[config.mk]
export PLATFORM = sky130hd
export DESIGN_NAME = muldiv_unit
export DESIGN_NICKNAME = d
export VERILOG_FILES = /design/src/rtl/muldiv_unit.sv
export SDC_FILE = /design/constraint.sdc
export NUM_CORES = 1
export LEC_CHECK = 0
export ABC_AREA = 1
export ABC_CLOCK_PERIOD_IN_PS = 4000
export CAP_MARGIN = 20
export CORE_UTILIZATION = 40
export CTS_CLUSTER_SIZE = 20
export DETAILED_ROUTE_END_ITERATION = 8
export PLACE_DENSITY = 0.64
export SYNTH_ARGS = -nofsm -noshare
export SYNTH_HDL_FRONTEND = slang
export SYNTH_SLANG_ARGS = --single-unit
export TNS_END_PERCENT = 30
[constraint.sdc]
create_clock -name clk -period 4 [get_ports clk]
set_input_delay 0.4 -clock clk [delete_from_list [all_inputs] [get_ports clk]]
set_output_delay 0.4 -clock clk [all_outputs]
set_load 0.05 [all_outputs]
[src/rtl/muldiv_unit.sv]
// muldiv_unit: iterative RV32M multiply/divide for the execute stage.
// Optional MULDIV_FAST_MUL_EN: MUL/MULH/MULHSU/MULHU finish in one cycle via a 33x33 signed multiply.
module muldiv_unit #(
    parameter int XLEN = 32
) (
    input  logic            clk,
    input  logic            reset,
    input  logic            start,
    input  logic [2:0]      funct3,
    input  logic [XLEN-1:0] op_a,
    input  logic [XLEN-1:0] op_b,
    input  logic            flush,
    output logic [XLEN-1:0] result,
    output logic            m_busy,
    output logic            m_done
);

    // state | meaning
    // IDLE  | waiting for an M-op; the issue cycle latches operands
    // BUSY  | one shift-add or restoring-divide iteration per cycle
    // DONE  | result valid, m_done pulse, start ignored
    typedef enum logic [1:0] {
        S_IDLE = 2'd0,
        S_BUSY = 2'd1,
        S_DONE = 2'd2
    } state_t;

    localparam logic [2:0] F_MUL    = 3'b000;
    localparam logic [2:0] F_MULH   = 3'b001;
    localparam logic [2:0] F_MULHSU = 3'b010;
    localparam logic [2:0] F_DIV    = 3'b100;
    localparam logic [2:0] F_REM    = 3'b110;

    state_t            state_q, state_d;
    logic [4:0]        cnt_q, cnt_d;
    logic [2:0]        f3_q, f3_d;
    logic              neg_q, neg_d;
    logic [XLEN-1:0]   opd_q, opd_d;
    logic [2*XLEN-1:0] acc_q, acc_d;
    logic [XLEN-1:0]   rem_q, rem_d;
    logic [XLEN-1:0]   result_q, result_d;

    logic            a_signed, b_signed, a_neg, b_neg;
    logic            is_div, div_zero, div_ovf;
    logic [XLEN-1:0] a_abs, b_abs;

    always_comb begin
        a_signed = (funct3 == F_MULH) || (funct3 == F_MULHSU) ||
                   (funct3 == F_DIV)  || (funct3 == F_REM);
        b_signed = (funct3 == F_MULH) || (funct3 == F_DIV) || (funct3 == F_REM);
        a_neg    = a_signed & op_a[XLEN-1];
        b_neg    = b_signed & op_b[XLEN-1];
        a_abs    = a_neg ? -op_a : op_a;
        b_abs    = b_neg ? -op_b : op_b;
        is_div   = funct3[2];
        div_zero = is_div && (op_b == '0);
        div_ovf  = is_div && !funct3[0] &&
                   (op_a == {1'b1, {(XLEN-1){1'b0}}}) && (op_b == '1);
    end

    // Iteration datapath: acc holds {hi, lo} for multiply and the dividend/quotient in lo for divide
    logic [XLEN:0]     mul_sum;
    logic [2*XLEN-1:0] mul_next, prod_fix;
    logic [XLEN:0]     rem_sh, rem_diff;
    logic              q_bit;
    logic [XLEN-1:0]   rem_next, quo_next, quo_fix, rem_fix;

    always_comb begin
        mul_sum  = {1'b0, acc_q[2*XLEN-1:XLEN]} + (acc_q[0] ? {1'b0, opd_q} : '0);
        mul_next = {mul_sum, acc_q[XLEN-1:1]};
        prod_fix = neg_q ? -mul_next : mul_next;
        rem_sh   = {rem_q, acc_q[XLEN-1]};
        rem_diff = rem_sh - {1'b0, opd_q};
        q_bit    = ~rem_diff[XLEN];
        rem_next = q_bit ? rem_diff[XLEN-1:0] : rem_sh[XLEN-1:0];
        quo_next = {acc_q[XLEN-2:0], q_bit};
        quo_fix  = neg_q ? -quo_next : quo_next;
        rem_fix  = neg_q ? -rem_next : rem_next;
    end

`ifdef MULDIV_FAST_MUL_EN
    logic signed [XLEN:0]     fm_a, fm_b;
    logic signed [2*XLEN-1:0] fm_p;
    logic [XLEN-1:0]          fm_res;

    always_comb begin
        fm_a   = $signed({a_signed & op_a[XLEN-1], op_a});
        fm_b   = $signed({b_signed & op_b[XLEN-1], op_b});
        fm_p   = (2*XLEN)'(fm_a) * (2*XLEN)'(fm_b);
        fm_res = (funct3 == F_MUL) ? fm_p[XLEN-1:0] : fm_p[2*XLEN-1:XLEN];
    end
`endif

    always_comb begin
        state_d  = state_q;
        cnt_d    = cnt_q;
        f3_d     = f3_q;
        neg_d    = neg_q;
        opd_d    = opd_q;
        acc_d    = acc_q;
        rem_d    = rem_q;
        result_d = result_q;
        m_busy   = 1'b0;
        m_done   = 1'b0;

        unique case (state_q)
            S_IDLE: begin
                if (start && !flush) begin
                    m_busy = 1'b1;
                    f3_d   = funct3;
                    neg_d  = (funct3 == F_REM) ? a_neg : (a_neg ^ b_neg);
                    cnt_d  = 5'd31;
                    rem_d  = '0;
                    if (is_div) begin
                        opd_d = b_abs;
                        acc_d = {{XLEN{1'b0}}, a_abs};
                    end else begin
                        opd_d = a_abs;
                        acc_d = {{XLEN{1'b0}}, b_abs};
                    end
                    if (div_zero) begin
                        result_d = funct3[1] ? op_a : '1;
                        state_d  = S_DONE;
                    end else if (div_ovf) begin
                        result_d = funct3[1] ? '0 : {1'b1, {(XLEN-1){1'b0}}};
                        state_d  = S_DONE;
                    end
`ifdef MULDIV_FAST_MUL_EN
                    else if (!is_div) begin
                        result_d = fm_res;
                        state_d  = S_DONE;
                    end
`endif
                    else begin
                        state_d = S_BUSY;
                    end
                end
            end
            S_BUSY: begin
                m_busy = 1'b1;
                acc_d  = f3_q[2] ? {acc_q[2*XLEN-1:XLEN], quo_next} : mul_next;
                rem_d  = rem_next;
                if (cnt_q == 5'd0) begin
                    state_d = S_DONE;
                    if (f3_q[2])
                        result_d = f3_q[1] ? rem_fix : quo_fix;
                    else
                        result_d = (f3_q == F_MUL) ? prod_fix[XLEN-1:0]
                                                   : prod_fix[2*XLEN-1:XLEN];
                end else begin
                    cnt_d = cnt_q - 5'd1;
                end
            end
            S_DONE: begin
                m_done  = 1'b1;
                state_d = S_IDLE;
            end
            default: state_d = S_IDLE;
        endcase

        // A flushed op never writes its result
        if (flush) begin
            state_d  = S_IDLE;
            cnt_d    = '0;
            result_d = result_q;
        end
    end

    always_ff @(posedge clk) begin
        if (reset) begin
            state_q  <= S_IDLE;
            cnt_q    <= '0;
            f3_q     <= '0;
            neg_q    <= 1'b0;
            opd_q    <= '0;
            acc_q    <= '0;
            rem_q    <= '0;
            result_q <= '0;
        end else begin
            state_q  <= state_d;
            cnt_q    <= cnt_d;
            f3_q     <= f3_d;
            neg_q    <= neg_d;
            opd_q    <= opd_d;
            acc_q    <= acc_d;
            rem_q    <= rem_d;
            result_q <= result_d;
        end
    end

    assign result = result_q;

endmodule

Word level (Yosys, flattened, before mapping)
Index checks and enable logic that the tools add are counted.
- register bits: 171
- bits of input ports: 71
- logic and storage cells: 95
- add/subtract/negate cells: 8
- eq/ne operators: 13
- mux-type cells: 36
- bitwise operators: 5
- reduce and logical (&&, ||, !) cells: 24
- operators by type and width (cell ; number):
    2-to-1 mux 32 bit ; 18
    2-to-1 mux 64 bit ; 3
    negator 32 bit ; 4
    one-hot mux 32 bit (2 select lines) ; 2
    one-hot mux 64 bit (2 select lines) ; 1
    equality test 32 bit, second input constant ; 2
    negator 64 bit ; 1
    adder 32 x 32 -> 33 bit ; 1
    subtractor 33 x 32 -> 33 bit ; 1
    zero test 32 bit ; 1
    2-to-1 mux 5 bit ; 2
    one-hot mux 5 bit (2 select lines) ; 1
    2-to-1 mux 2 bit ; 4
    != test 2 bit, second input constant ; 4
    equality test 3 bit, second input constant ; 2
    AND reduction 2 bit ; 3
    AND reduction 3 bit ; 2
    logical AND 1 bit ; 5
    zero test 5 bit ; 1
    logical OR 1 bit ; 5
    AND reduction 5 bit ; 1
    subtractor 5 x 1 -> 5 bit, second input constant ; 1
    one-hot mux 2 bit (2 select lines) ; 1
    equality test 3 x 1 -> 1 bit, second input constant ; 1
    other kinds (14) ; 19

Longest topological paths before layout
- word-level depth: 9
- gate-level depth with buffers: 30
- gate-level depth less buffers: 29

Worst setup path before layout
No wires, ideal clock.
- path type: flip-flop to flip-flop
- start: register acc_q[31]
- end: register result_q[6] (netlist: result[6])
- setup time: 0.122 ns
- data arrival time: 3.341 ns
- required time: 3.878 ns
- path slack: 0.537 ns
- stages on the path, launching flop included: 24
- buffers on the path: 3
- cells stage by stage: dfxtp_1 > inv_1 > ha_1 > fa_1 > inv_1 > nand3_1 > nand2_2 > nand2_1 > nand2_1 > nand2_1 > nand2_2 > nand2_4 > nand3_2 > nand2_4 > buf_6 > buf_4 > ha_1 > nor2_1 > clkinv_1 > clkbuf_1 > o2111ai_1 > nand3_1 > o211ai_1 > a21oi_1
- word-level cells in the longest chain between the ends: 8
- ends and longest elaborated chain (what ; line ; text):
    start, declared ; 39 ; logic [2*XLEN-1:0] acc_q, acc_d;
    start signal, assigned ; 176 ; acc_q <= '0;
    start signal, assigned ; 185 ; acc_q <= acc_d;
    subtractor 33 x 32 -> 33 bit ; 73 ; rem_diff = rem_sh - {1'b0, opd_q};
    2-to-1 mux 32 bit or inverter 1 bit (tied branches) ; 75, 74 ;
    negator 32 bit, on equally long branches ; 78, 77 ;
    2-to-1 mux 32 bit, on equally long branches ; 78, 77 ;
    2-to-1 mux 32 bit ; 146 ; result_d = f3_q[1] ? rem_fix : quo_fix;
    2-to-1 mux 32 bit * ; 145 ; if (f3_q[2])
    2-to-1 mux 32 bit * ; 143 ; if (cnt_q == 5'd0) begin
    one-hot mux 32 bit (2 select lines) * ; 106 ; unique case (state_q)
    end signal, assigned ; 187 ; result_q <= result_d;
    end, declared ; 41 ; logic [XLEN-1:0] result_q, result_d;
Every way passes the cells marked *; elsewhere a longest branch is shown, timed or not. The select of a mux whose other input is x is not followed.
A chain may end at the register's enable or synchronous reset.

Worst setup path in the final report
- start: register opd_q[23]
- end: register result_q[12] (netlist: result[12])
- word-level cells in the longest chain between the ends: 8
- ends and longest elaborated chain (what ; line ; text):
    start, declared ; 38 ; logic [XLEN-1:0] opd_q, opd_d;
    start signal, assigned ; 184 ; opd_q <= opd_d;
    subtractor 33 x 32 -> 33 bit * ; 73 ;
    2-to-1 mux 32 bit or inverter 1 bit (tied branches) ; 75, 74 ;
    negator 32 bit, on equally long branches ; 78, 77 ;
    2-to-1 mux 32 bit, on equally long branches ; 78, 77 ;
    2-to-1 mux 32 bit * ; 146 ;
    2-to-1 mux 32 bit * ; 145 ;
    2-to-1 mux 32 bit * ; 143 ;
    one-hot mux 32 bit (2 select lines) * ; 106 ;
Marks and branches as above.

==> metrics <==
outcome=complete, no violations; Startpoint Class=flip-flop; die area=0.0480 mm²; CTS sink cnt=171; H-tree depth=4; Worst-Margin Slew=1.18 ns; gr usage total=34.1%; register area share after synthesis=18.2%; vias in the first global route=20800; first-pass GRT wire length=roughly 120000 µm; Worst-Skew Late Latency=0.47 ns; DIE HEIGHT=219 µm; WL/cell=~20 µm; vias post-DR=23100; synthesized area=0.0188 mm²; hold_sp=reset; mean post-synth cell area=5.55 µm²; DIE WIDTH=219 µm; post-route ant nets=0; Yosys Warn Count=0; pre-CTS WS=a little under 0.2 ns; number of enable flip-flop cells after synthesis=0; share of cells above drive strength 1=6.80%; clk_skew=0.0115 ns; CP max FO=11; max incr delay on CP=about 0.42 ns; min Tclk post-route=3.80 ns; crit path DAT=4.20 ns; DRT iter0 DRCs=2689; R2R Path Start=opd_q[23]$_SDFFE_PP0P_; final hold vios=0; vias per cell=5.62; hpwl dp=66300 µm; final worst slack=roughly 0.20 ns; Num CTS Buffers=17; post-synthesis register bit count=171; Fmax=0.263 GHz; MaxCap Viol Count=0; Worst EP required=4.40 ns; CTS Buffer Depth=2; Worst Hold Class=in2reg; Syn Nets=between 3000 and 4000; FF+latch area=0.00343 mm²; pwr dens=359 mW/mm²; initial core utilization=40.5%; Final setup viols=0; # nets final=3634; CTS Root Cell=clkbuf_16; GRT Residual Overflow=0; core area=0.0466 mm²; Placer Congestion=approximately 1.1; fin crit share=roughly 95%; Worst Setup End Kind=flip-flop; Leak=10.7 nW; DR pass1 iterations=9; Crit Path Class=reg2reg; I/O pin count=~110; Unique masters post-synth=59; pin count of the biggest net entering global routing=94; multi-input gate area in the final layout=0.0133 mm²; Slew headroom=20.0%; CTS tree=built; CP max stage cell=ha_1; Area Growth Syn to Fin=15.1%; Port-buffer cells=between 100 and 150; worst vdd rail ir drop=approximately 330 µV; setup TNS=0 ns; Post-Synthesis Cells=3394; max-slew violations=0; antenna violations before repair=3; Fillers=between 5000 and 6000; dominant synthesized flop cell=dfxtp_1; fin util=46.6%; worst setup path startpoint=opd_q[23]$_SDFFE_PP0P_; row count=79; most used cell, CP=nand2_1; RSZ-0062 raised after global routing=true; Async S/R FF share, synth=0%; Clock transition at path regs=0.07 ns; WL final=about 82000 µm; worst-path cell chain=inv_1 -> ha_1 -> nand2_2 -> inv_1 -> nand2_1 -> nand2_1 -> inv_1 -> nand2_1 -> a21oi_4 -> nand2_4 -> nand2_4 -> nand2_8 -> buf_4 -> ha_1 -> nor2_1 -> clkinv_1 -> buf_4 -> nand3_1 -> a31oi_1 -> o21ai_1 -> nand2_1 -> a21oi_1; DRC=0
==> synth_stat cells (all sizes together), types with 7 or more instances <==
| cell type | number | area, µm² |
|---|---|---|
| o21ai | 203 | 1030 |
| o22ai | 10 | 62.6 |
| xor2 | 69 | 604 |
| or2 | 19 | 119 |
| xnor2 | 37 | 324 |
| nand2 | 1068 | 4090 |
| ha | 72 | 901 |
| buf | 39 | 208 |
| o211ai | 27 | 203 |
| nor4 | 12 | 75.1 |
| o2111ai | 7 | 61.3 |
| a31oi | 21 | 131 |
| clkbuf | 98 | 368 |
| nand3b | 16 | 120 |
| nand4 | 35 | 219 |
| a21oi | 290 | 1480 |
| a221oi | 44 | 385 |
| nor2 | 338 | 1280 |
| inv | 461 | 1730 |
| nand3 | 241 | 1230 |
| dfxtp | 171 | 3420 |
| o221ai | 13 | 114 |
| nor3 | 52 | 282 |
==> worst paths after layout <==
path | slack (ns) | depth (start not counted) | endpoint
max | 0.20 | 22 | result[12]$_SDFFE_PP0P_
min | 0.34 | 4 | cnt_q[4]$_SDFFE_PP0P_
max reg2reg | 0.20 | 22 | result[12]$_SDFFE_PP0P_
min reg2reg | 0.47 | 2 | acc_q[45]$_SDFFE_PP0P_
==> metrics by stage <==
stage / instance area (µm²) / hold slack [ns] / total power [mW] / instances
after global routing: 21700 / 0.382 / 8.28 / 4109
final: 21700 / 0.342 / 7.78 / 4112
after detailed placement: 20900 / 0.461 / 5.85 / 4072
after floorplan: 18800 / 0.445 / 4.58 / 3394
after CTS: 21500 / 0.338 / 7.53 / 4104
after global placement: 20900 / 0.459 / 5.86 / 4072
==> cells in the final DEF, fill, tap and decap left out, drive strengths merged, types with 7 or more instances in the layout <==
cell           synthesis  layout
nand2               1068    1068
inv                  461     464
nor2                 338     338
a21oi                290     290
nand3                241     241
o21ai                203     203
dfxtp                171     171
buf                   39     111
clkdlybuf4s50          0     102
ha                    72      72
xor2                  69      69
nor3                  52      52
a221oi                44      44
xnor2                 37      37
nand4                 35      35
o211ai                27      27
a31oi                 21      21
clkbuf                98      20
or2                   19      19
nand3b                16      16
o221ai                13      13
nor4                  12      12
o22ai                 10      10
clkinv                 4       8
o2111ai                7       7
==> layer usage <==
| metal | track usage (%) | up-vias | share of wire, % |
|---|---|---|---|
| li1 | - | 11200 | - |
| met1 | 46.0 | 10400 | 43 |
| met2 | 49.8 | 1216 | 41 |
| met3 | 7.28 | 211 | 10 |
| met4 | 19.7 | 0 | 6.6 |
| met5 | 0 | - | 0 |
==> registers in the layout, indices dropped and copies added, names as in the netlist <==
signal / count
acc_q: 64
rem_q: 32
result: 32
opd_q: 32
state_q: 2
f3_q: 3
cnt_q: 5
neg_q: 1
==> worst max-delay path, delay by kind of cell (launching register included) <==
kind / cells / cell delay, ns
buf+inv: 6 / 0.81
compound gates: 4 / 0.83
flops: 1 / 0.35
simple gates: 10 / 1.17
fa+ha+maj: 2 / 0.59
==> area by class of cell <==
cell class,instances,share of cell area (%)
timing repair buffer,213,8.78
multi-input combinational,2621,61.2
clock inverter,12,0.531
tap,607,3.50
clock buffer,20,2.11
antenna,3,0.0346
sequential,171,15.8
inverter,465,8.05
==> kinds of logic (layout without fill, tap and decap cells) <==
| kind of cell | count (synthesis) | after routing | synth area share [%] |
|---|---|---|---|
| AO/OA/AOI/OAI | 653 | 653 | 20.0 |
| XOR/XNOR | 106 | 106 | 4.93 |
| adder cells (fa/ha/maj) | 74 | 74 | 4.99 |
| buffers and inverters | 602 | 710 | 12.3 |
| flip-flops | 171 | 171 | 18.2 |
| other | 0 | 3 | 0 |
| AND/OR/NAND/NOR | 1788 | 1788 | 39.6 |
==> timing repair <==
| action | 4_1_cts | 5_1_grt |
|---|---|---|
| resized for setup | 0 | 35 |
| hold endpoints to repair | 0 | 0 |
| endpoints found under the setup margin | 0 | 23 |
| setup buffers | 0 | 5 |
| hold buffers | 0 | 0 |
==> power by group <==
part	switching (mW)	internal, mW	leakage [nW]
clock	0.799	0.896	0.270
combinational	2.87	1.35	9.06
sequential	0.101	1.77	1.39
Note: power is estimated with default switching activity, not from simulation.
